--- config.mk ---
export PLATFORM = sky130hd
export DESIGN_NAME = gaussian_window_filter
export DESIGN_NICKNAME = d
export VERILOG_FILES = /design/src/rtl/gaussian_window_filter.sv
export SDC_FILE = /design/constraint.sdc
export NUM_CORES = 1
export LEC_CHECK = 0
export BUFFER_PORTS_ARGS = -buffer_cell sky130_fd_sc_hd__buf_2
export CAP_MARGIN = 30
export CORE_MARGIN = 2
export CORE_UTILIZATION = 55
export DETAILED_ROUTE_END_ITERATION = 7
export GPL_ROUTABILITY_DRIVEN = 0
export PLACE_DENSITY_LB_ADDON = 0.3
export SYNTH_ARGS = -nofsm -noshare
export SYNTH_HDL_FRONTEND = slang
export SYNTH_SLANG_ARGS = --single-unit
--- constraint.sdc ---
create_clock -name clk -period 18.63 [get_ports clk]
set_clock_uncertainty 0.05 [all_clocks]
set_input_delay 0.9315 -clock clk [delete_from_list [all_inputs] [get_ports clk]]
set_output_delay 0.9315 -clock clk [all_outputs]
set_load 0.1 [all_outputs]
--- src/rtl/gaussian_window_filter.sv ---
// Gaussian window filter: latches a Q2.14 kernel once per reset, then filters SIZE x SIZE
// pixel windows with a sequential MAC. Define GAUSS_FILTER_SATURATE_EN to clamp the output.
module gaussian_window_filter #(
  parameter int SIZE            = 5,
  parameter int PIXEL_WIDTH     = 8,
  parameter int FRACTIONAL_BITS = 14,
  parameter int ACC_WIDTH       = 40
) (
  input  logic                                clk,
  input  logic                                reset_n,
  input  logic                                kernel_valid,
  input  logic [SIZE*SIZE*16-1:0]             kernel_matrix,
  output logic                                kernel_loaded,
  input  logic                                win_valid,
  output logic                                win_ready,
  input  logic [SIZE*SIZE*PIXEL_WIDTH-1:0]    window,
  output logic                                out_valid,
  input  logic                                out_ready,
  output logic [PIXEL_WIDTH-1:0]              out_pixel
);

  localparam int COEF_W = 16;
  localparam int IDX_W  = (SIZE > 1) ? $clog2(SIZE) : 1;
  localparam logic [IDX_W-1:0] LAST_IDX = IDX_W'(SIZE - 1);
  localparam logic signed [ACC_WIDTH-1:0] PIX_MAX =
    {{(ACC_WIDTH-PIXEL_WIDTH){1'b0}}, {PIXEL_WIDTH{1'b1}}};

  typedef enum logic [2:0] {
    WAIT_KERNEL,
    IDLE,
    ACCUM,
    NORM,
    OUTPUT
  } state_t;

  state_t state, next_state;

  logic signed [COEF_W-1:0]      kern_q [SIZE][SIZE];
  logic        [PIXEL_WIDTH-1:0] win_q  [SIZE][SIZE];
  logic signed [ACC_WIDTH-1:0]   acc;
  logic        [IDX_W-1:0]       row_idx, col_idx;
  logic signed [ACC_WIDTH-1:0]   pix_ext, coef_ext, product;
  logic                          last_elem;

  // Round half up: add one half LSB of the result, then arithmetic shift.
  function automatic logic signed [ACC_WIDTH-1:0] round_frac(
    input logic signed [ACC_WIDTH-1:0] a
  );
    logic signed [ACC_WIDTH-1:0] half;
    logic signed [ACC_WIDTH-1:0] sum;
    half = '0;
    half[FRACTIONAL_BITS-1] = 1'b1;
    sum = a + half;
    return sum >>> FRACTIONAL_BITS;
  endfunction

  function automatic logic [PIXEL_WIDTH-1:0] clamp_pixel(
    input logic signed [ACC_WIDTH-1:0] r
  );
`ifdef GAUSS_FILTER_SATURATE_EN
    if (r[ACC_WIDTH-1])
      return '0;
    else if (r > PIX_MAX)
      return {PIXEL_WIDTH{1'b1}};
    else
      return r[PIXEL_WIDTH-1:0];
`else
    return r[PIXEL_WIDTH-1:0];
`endif
  endfunction

  assign last_elem = (row_idx == LAST_IDX) && (col_idx == LAST_IDX);

  // Pixel is zero-extended so it stays non-negative in the signed product.
  always_comb begin
    pix_ext  = {{(ACC_WIDTH-PIXEL_WIDTH){1'b0}}, win_q[row_idx][col_idx]};
    coef_ext = {{(ACC_WIDTH-COEF_W){kern_q[row_idx][col_idx][COEF_W-1]}},
                kern_q[row_idx][col_idx]};
    product  = pix_ext * coef_ext;
  end

  always_ff @(posedge clk or negedge reset_n) begin
    if (!reset_n)
      state <= WAIT_KERNEL;
    else
      state <= next_state;
  end

  always_comb begin
    next_state = state;
    win_ready  = 1'b0;
    case (state)
      WAIT_KERNEL: if (kernel_valid) next_state = IDLE;
      IDLE: begin
        win_ready = 1'b1;
        if (win_valid) next_state = ACCUM;
      end
      ACCUM:       if (last_elem) next_state = NORM;
      NORM:        next_state = OUTPUT;
      OUTPUT:      if (out_ready) next_state = IDLE;
      default:     next_state = WAIT_KERNEL;
    endcase
  end

  always_ff @(posedge clk or negedge reset_n) begin
    if (!reset_n) begin
      kernel_loaded <= 1'b0;
      out_valid     <= 1'b0;
      out_pixel     <= '0;
      acc           <= '0;
      row_idx       <= '0;
      col_idx       <= '0;
      for (int r = 0; r < SIZE; r++) begin
        for (int c = 0; c < SIZE; c++) begin
          kern_q[r][c] <= '0;
          win_q[r][c]  <= '0;
        end
      end
    end else begin
      case (state)
        WAIT_KERNEL: begin
          if (kernel_valid) begin
            kernel_loaded <= 1'b1;
            for (int r = 0; r < SIZE; r++)
              for (int c = 0; c < SIZE; c++)
                kern_q[r][c] <= kernel_matrix[(r*SIZE+c)*COEF_W +: COEF_W];
          end
        end
        IDLE: begin
          if (win_valid) begin
            acc     <= '0;
            row_idx <= '0;
            col_idx <= '0;
            for (int r = 0; r < SIZE; r++)
              for (int c = 0; c < SIZE; c++)
                win_q[r][c] <= window[(r*SIZE+c)*PIXEL_WIDTH +: PIXEL_WIDTH];
          end
        end
        ACCUM: begin
          acc <= acc + product;
          // Indices hold on the final element so they never leave the array.
          if (!last_elem) begin
            if (col_idx == LAST_IDX) begin
              col_idx <= '0;
              row_idx <= row_idx + 1'b1;
            end else begin
              col_idx <= col_idx + 1'b1;
            end
          end
        end
        NORM: begin
          out_pixel <= clamp_pixel(round_frac(acc));
          out_valid <= 1'b1;
        end
        OUTPUT: begin
          if (out_ready) out_valid <= 1'b0;
        end
        default: ;
      endcase
    end
  end

endmodule

# == Word level (Yosys, flattened, before mapping) ==
# Cells that the tools add are included.
# word_totals
reg_bits,659
inputBits,605
out_inout_bits,11
wordCells,118
# op_classes
addsub,4
multipliers,1
n_lt_le_gt_ge,2
eq_ne,12
n_mux,29
bitwise,2
n_reduce_logical,11
# op_table
operator,count
80-bit binary-select mux with 3-bit select,1
80-bit 2-to-1 mux,2
40-bit binary-select mux with 3-bit select,1
40-bit 2-to-1 mux,3
40-bit one-hot mux with 2 select lines,1
16-bit binary-select mux with 3-bit select,1
40-bit by 25-bit adder with 40-bit output,1
16-bit 2-to-1 mux,2
3-bit 2-to-1 mux,9
9-bit by 16-bit multiplier with 25-bit output,1
8-bit binary-select mux with 3-bit select,1
"22-bit by 15-bit adder with 22-bit output, second input constant",1
8-bit 2-to-1 mux,2
3-bit one-hot mux with 5 select lines,1
"2-bit inequality test, second input constant",6
3-bit one-hot mux with 2 select lines,2
"3-bit == test, second input constant",3
"4-bit >= comparator, second input constant",2
3-bit inverter with 4-bit output,2
2-bit AND reduction,4
4-bit AND reduction,2
"3-bit by 1-bit adder with 3-bit output, second input constant",2
"3-bit by 2-bit == test with 1-bit output, second input constant",2
2-bit nonzero test,2
6 further kinds,7

# == Depth between registers and ports, before layout ==
# depth
ltp_word,10
depth_mapped,31
mapped_depth_nobuf,27

# == Worst setup path before layout ==
# OpenSTA, ideal clock, no wires.
# synth_path
path_kind,register to register
startpoint,register row_idx[0]
endpoint,register acc[21]
setup_time_ns,0.121
arrival_ns,6.931
required_time_ns,18.459
path_slack_ns,11.528
path_stages_with_launch,32
n_path_buf,7
period_less_slack_ns,7.102
path_cell_list,dfrtp_1 buf_6 buf_12 buf_12 buf_12 buf_6 nor2_1 buf_2 a21oi_1 o22a_1 o22ai_1 buf_2 nand2_1 fa_1 inv_1 fa_1 inv_1 fa_1 inv_1 fa_1 inv_1 fa_1 inv_1 ha_1 or2_2 nor3_1 a22o_1 o21ai_0 a2111oi_0 o31ai_1 xnor2_1 a22o_1
# synth_between
elab_chain_cells,10
elab_cells_between_ends,16
cone_classes,add/sub (1); mul (1); mux (13); bitwise (1)
# synth_rtl
item,line_no,text
from (decl),41,"logic [IDX_W-1:0] row_idx, col_idx;"
from (signal assigned),145,row_idx <= row_idx + 1'b1;
3-bit inverter with 4-bit output (not written as such) (*),"76, 77, 78",
40-bit binary-select mux with 3-bit select / 80-bit binary-select mux with 3-bit select (equally long branches),"76, 77, 78",
40-bit 2-to-1 mux (not written as such) / 80-bit 2-to-1 mux (equally long branches) (2 in series),"76, 77, 78",
8-bit binary-select mux with 3-bit select / 16-bit binary-select mux with 3-bit select (equally long branches),"76, 77, 78",
8-bit 2-to-1 mux (not written as such) / 16-bit 2-to-1 mux (equally long branches) (2 in series),"76, 77, 78",
9-bit by 16-bit multiplier with 25-bit output (*),79,product = pix_ext * coef_ext;
40-bit by 25-bit adder with 40-bit output (*),140,acc <= acc + product;
40-bit one-hot mux with 2 select lines (*),120,case (state)
to (signal assigned),140,
to (decl),40,logic signed [ACC_WIDTH-1:0] acc;
# Every way passes the cells marked *; elsewhere a longest branch is shown, timed or not. The select of a mux whose other input is x is not followed.
# A chain may end at the register's enable or synchronous reset.

# == Final worst setup path ==
# Ends and elaborated chain as after synthesis.

==> metrics <==
EDFF count, synth 0; Hold Buf Count CTS 0; Final min period 8.98 ns; Post-Syn Nets 3176; final setup vio count 0; die area 0.0629 mm²; initial drt markers 1686; TritonCTS Buffers 70; core footprint 0.0602 mm²; GRT Util Overall 0.317; fin crit share 0.482; Synth Area in Compound Gates 0.0456; type of the worst setup path reg2reg; main combinational cell family by area after synthesis multiplexers; Post-Synth Adder-Cell Area 0.0863; H-tree depth 3; layout cells sized above 1 0.503; detailed-router iteration count before antenna repair 8; Hold Path Class in2async; Worst-Margin Slew 1.13 ns; CTS tree yes; outcome complete, but fails checks; Yosys cell types 62; slowest CP cell dfrtp_4; detailed placer's ending HPWL 74.0 mm; Final nets 3751; initial antenna violation count 61; largest cells by area after synthesis dfrtp_1 (48%), mux2_2 (21%), mux4_2 (8.6%); YS warnings 0; Area Overhead vs Synth 19.0%; Most Frequent Cell on Critical Path fa_1; vias per std cell 5.88; CTS Sinks 641; MaxCap Viol Count 0; largest area contributor in the netlist dfrtp_1; width of the die 251 µm; gr ovfl total 0; most common cell after layout, fill and taps aside dfrtp_1; simple-gate share of the synthesized area 0.0335; CP startpoint kind register; Post-CTS Setup Inserts 0; RSZ-0062 raised after global routing false; IO Count 616; starting density of the core 0.556; CP Max Fanout 37; Top delay family on crit path compound AO/OA/AOI/OAI gates; Routed Antenna Nets 0; Main synth FF type dfrtp_1; critical path arrival 9.41 ns; Max transition margin 0.246; Root Driver clkbuf_16; Setup TNS Final 0 ns; IO buf count 615; vias in the first global route 24500; Max Fclk 111 MHz; most frequent cells in the layout dfrtp_1 (636), buf_2 (614), mux2_2 (612); DRC Markers 1; post-synth top area share 0.479; largest net degree at the start of global routing 191; CP peak stage delay 0.78 ns; layout filler cell count 4265; first-pass GRT wire length 149 mm; Post-CTS Resized 0; Slew Limit Fails 0; buffers plus inverters on the worst setup path 6; Avg Inst Size Synth 13.9 µm²; final hold violations 0; Die Y 251 µm; critical path capture point type register; failing checks DRC; clock buffer depth 3; wire length per cell 25.6 µm; register area share after synthesis 0.479; Vias 22700; Req. time, crit path 19.06 ns; clock-pin transition on the worst setup and hold timing paths 0.06 ns; post-synthesis xor/xnor area fraction 0.00889; Seq cells post-synth 641; clock latency on the worst-skew pair 0.62 ns; mux share of post-synthesis cell area 0.306; Syn Inst Count 2406; ys async rst share 1.00; area of the mapped netlist 0.0335 mm²; final wirelength 99.0 mm; Std-Cell Rows 90
## path summary, 6_finish.rpt
path,startpoint,endpoint,slack [ns],depth (start not counted)
max,row_idx[0],acc[21],9.65,27
min,reset_n,kernel_loaded,0.31,1
max reg2reg,row_idx[0],acc[21],9.65,27
min reg2reg,kernel_loaded,kernel_loaded,0.44,1
max in group asynchronous,reset_n,win_q[113],16.08,4
min in group clk,kernel_loaded,kernel_loaded,0.44,1
## routing by layer
metal  vias up  global-route usage  share of wire  wire, µm
li1       9791                   -              -         -
met1     11700               0.390           0.38     37200
met2       947               0.514           0.49     48300
met3       267              0.0959          0.087      8580
met4        34               0.153          0.047      4690
met5         -                   0         0.0021       208
## cell families (layout without fill, tap and decap cells)
| kind of cell | Yosys count | count (layout) |
|---|---|---|
| AO/OA/AOI/OAI | 224 | 224 |
| XOR/XNOR | 34 | 34 |
| adder cells (fa/ha/maj) | 165 | 165 |
| buffers and inverters | 316 | 947 |
| flip-flops | 641 | 641 |
| multiplexers | 775 | 775 |
| other | 0 | 48 |
| AND/OR/NAND/NOR | 251 | 251 |
## stage by stage
stage | cell area [µm²] | utilization | setup slack (ns) | hold WS [ns] | instances
floorplan | 33500 | - | 11.53 | 0.406 | 2406
global placement | 37200 | 0.617 | 9.50 | 0.401 | 3686
detailed placement | 37200 | 0.617 | 9.39 | 0.434 | 3687
CTS | 39700 | 0.658 | 9.34 | 0.403 | 3815
global route | 39800 | 0.661 | 9.15 | 0.425 | 3860
finish | 39900 | 0.662 | 9.65 | 0.311 | 3867
## sequential cells by signal, summed over array words and instances, names as in the netlist
signal / cells
acc: 22
win_q: 200
kernel_loaded: 1
state: 3
out_pixel: 8
col_idx: 3
row_idx: 3
out_valid: 1
kern_q: 400
## cell usage after synthesis, drive strengths merged (3+ instances only)
master    n
a21o      7
a21oi    64
a221oi    4
a22o      9
a22oi    21
a31oi     4
and2      4
and2b     3
and3      4
buf      46
clkbuf   99
dfrtp   641
fa      110
ha       55
inv     170
mux2    612
mux2i    27
mux4    136
nand2   104
nand2b    9
nand3     9
nand4     3
nor2     81
nor2b     5
nor3      6
o21a      5
o21ai    32
o21bai    3
o22a     36
o22ai    20
o31ai     3
or2      10
xnor2    24
xor2     10
## final cells by class
class / count / area [µm²] / area share
flip-flops and latches: 641 / 16100 / 0.403
repair buffers: 648 / 3430 / 0.0861
inverters: 171 / 642 / 0.0161
multi-input cells: 1449 / 16100 / 0.405
clock inverters: 33 / 489 / 0.0123
clock buffers: 95 / 2010 / 0.0504
well taps: 782 / 978 / 0.0246
diodes: 48 / 120 / 0.00301
## worst reg2reg max path, cell delays in order (launching register included)
cell and delay (ns):
dfrtp_4 0.78, buf_4 0.52, buf_4 0.69, mux4_2 0.68
nand2_1 0.10, a21oi_1 0.07, a21oi_1 0.38, o22a_1 0.21
o22a_1 0.26, inv_1 0.12, nand2_1 0.11, fa_1 0.42
inv_1 0.10, fa_1 0.47, fa_1 0.47, fa_1 0.52
inv_1 0.05, fa_1 0.47, inv_1 0.04, ha_1 0.34
a21o_1 0.19, a21o_1 0.19, a21oi_1 0.16, o21ai_0 0.23
a2111oi_0 0.64, o31ai_1 0.21, xnor2_1 0.16, a22o_1 0.20
Power is not shown: default switching activity piles up to over one toggle a cycle in this logic, so the estimate is an artifact.
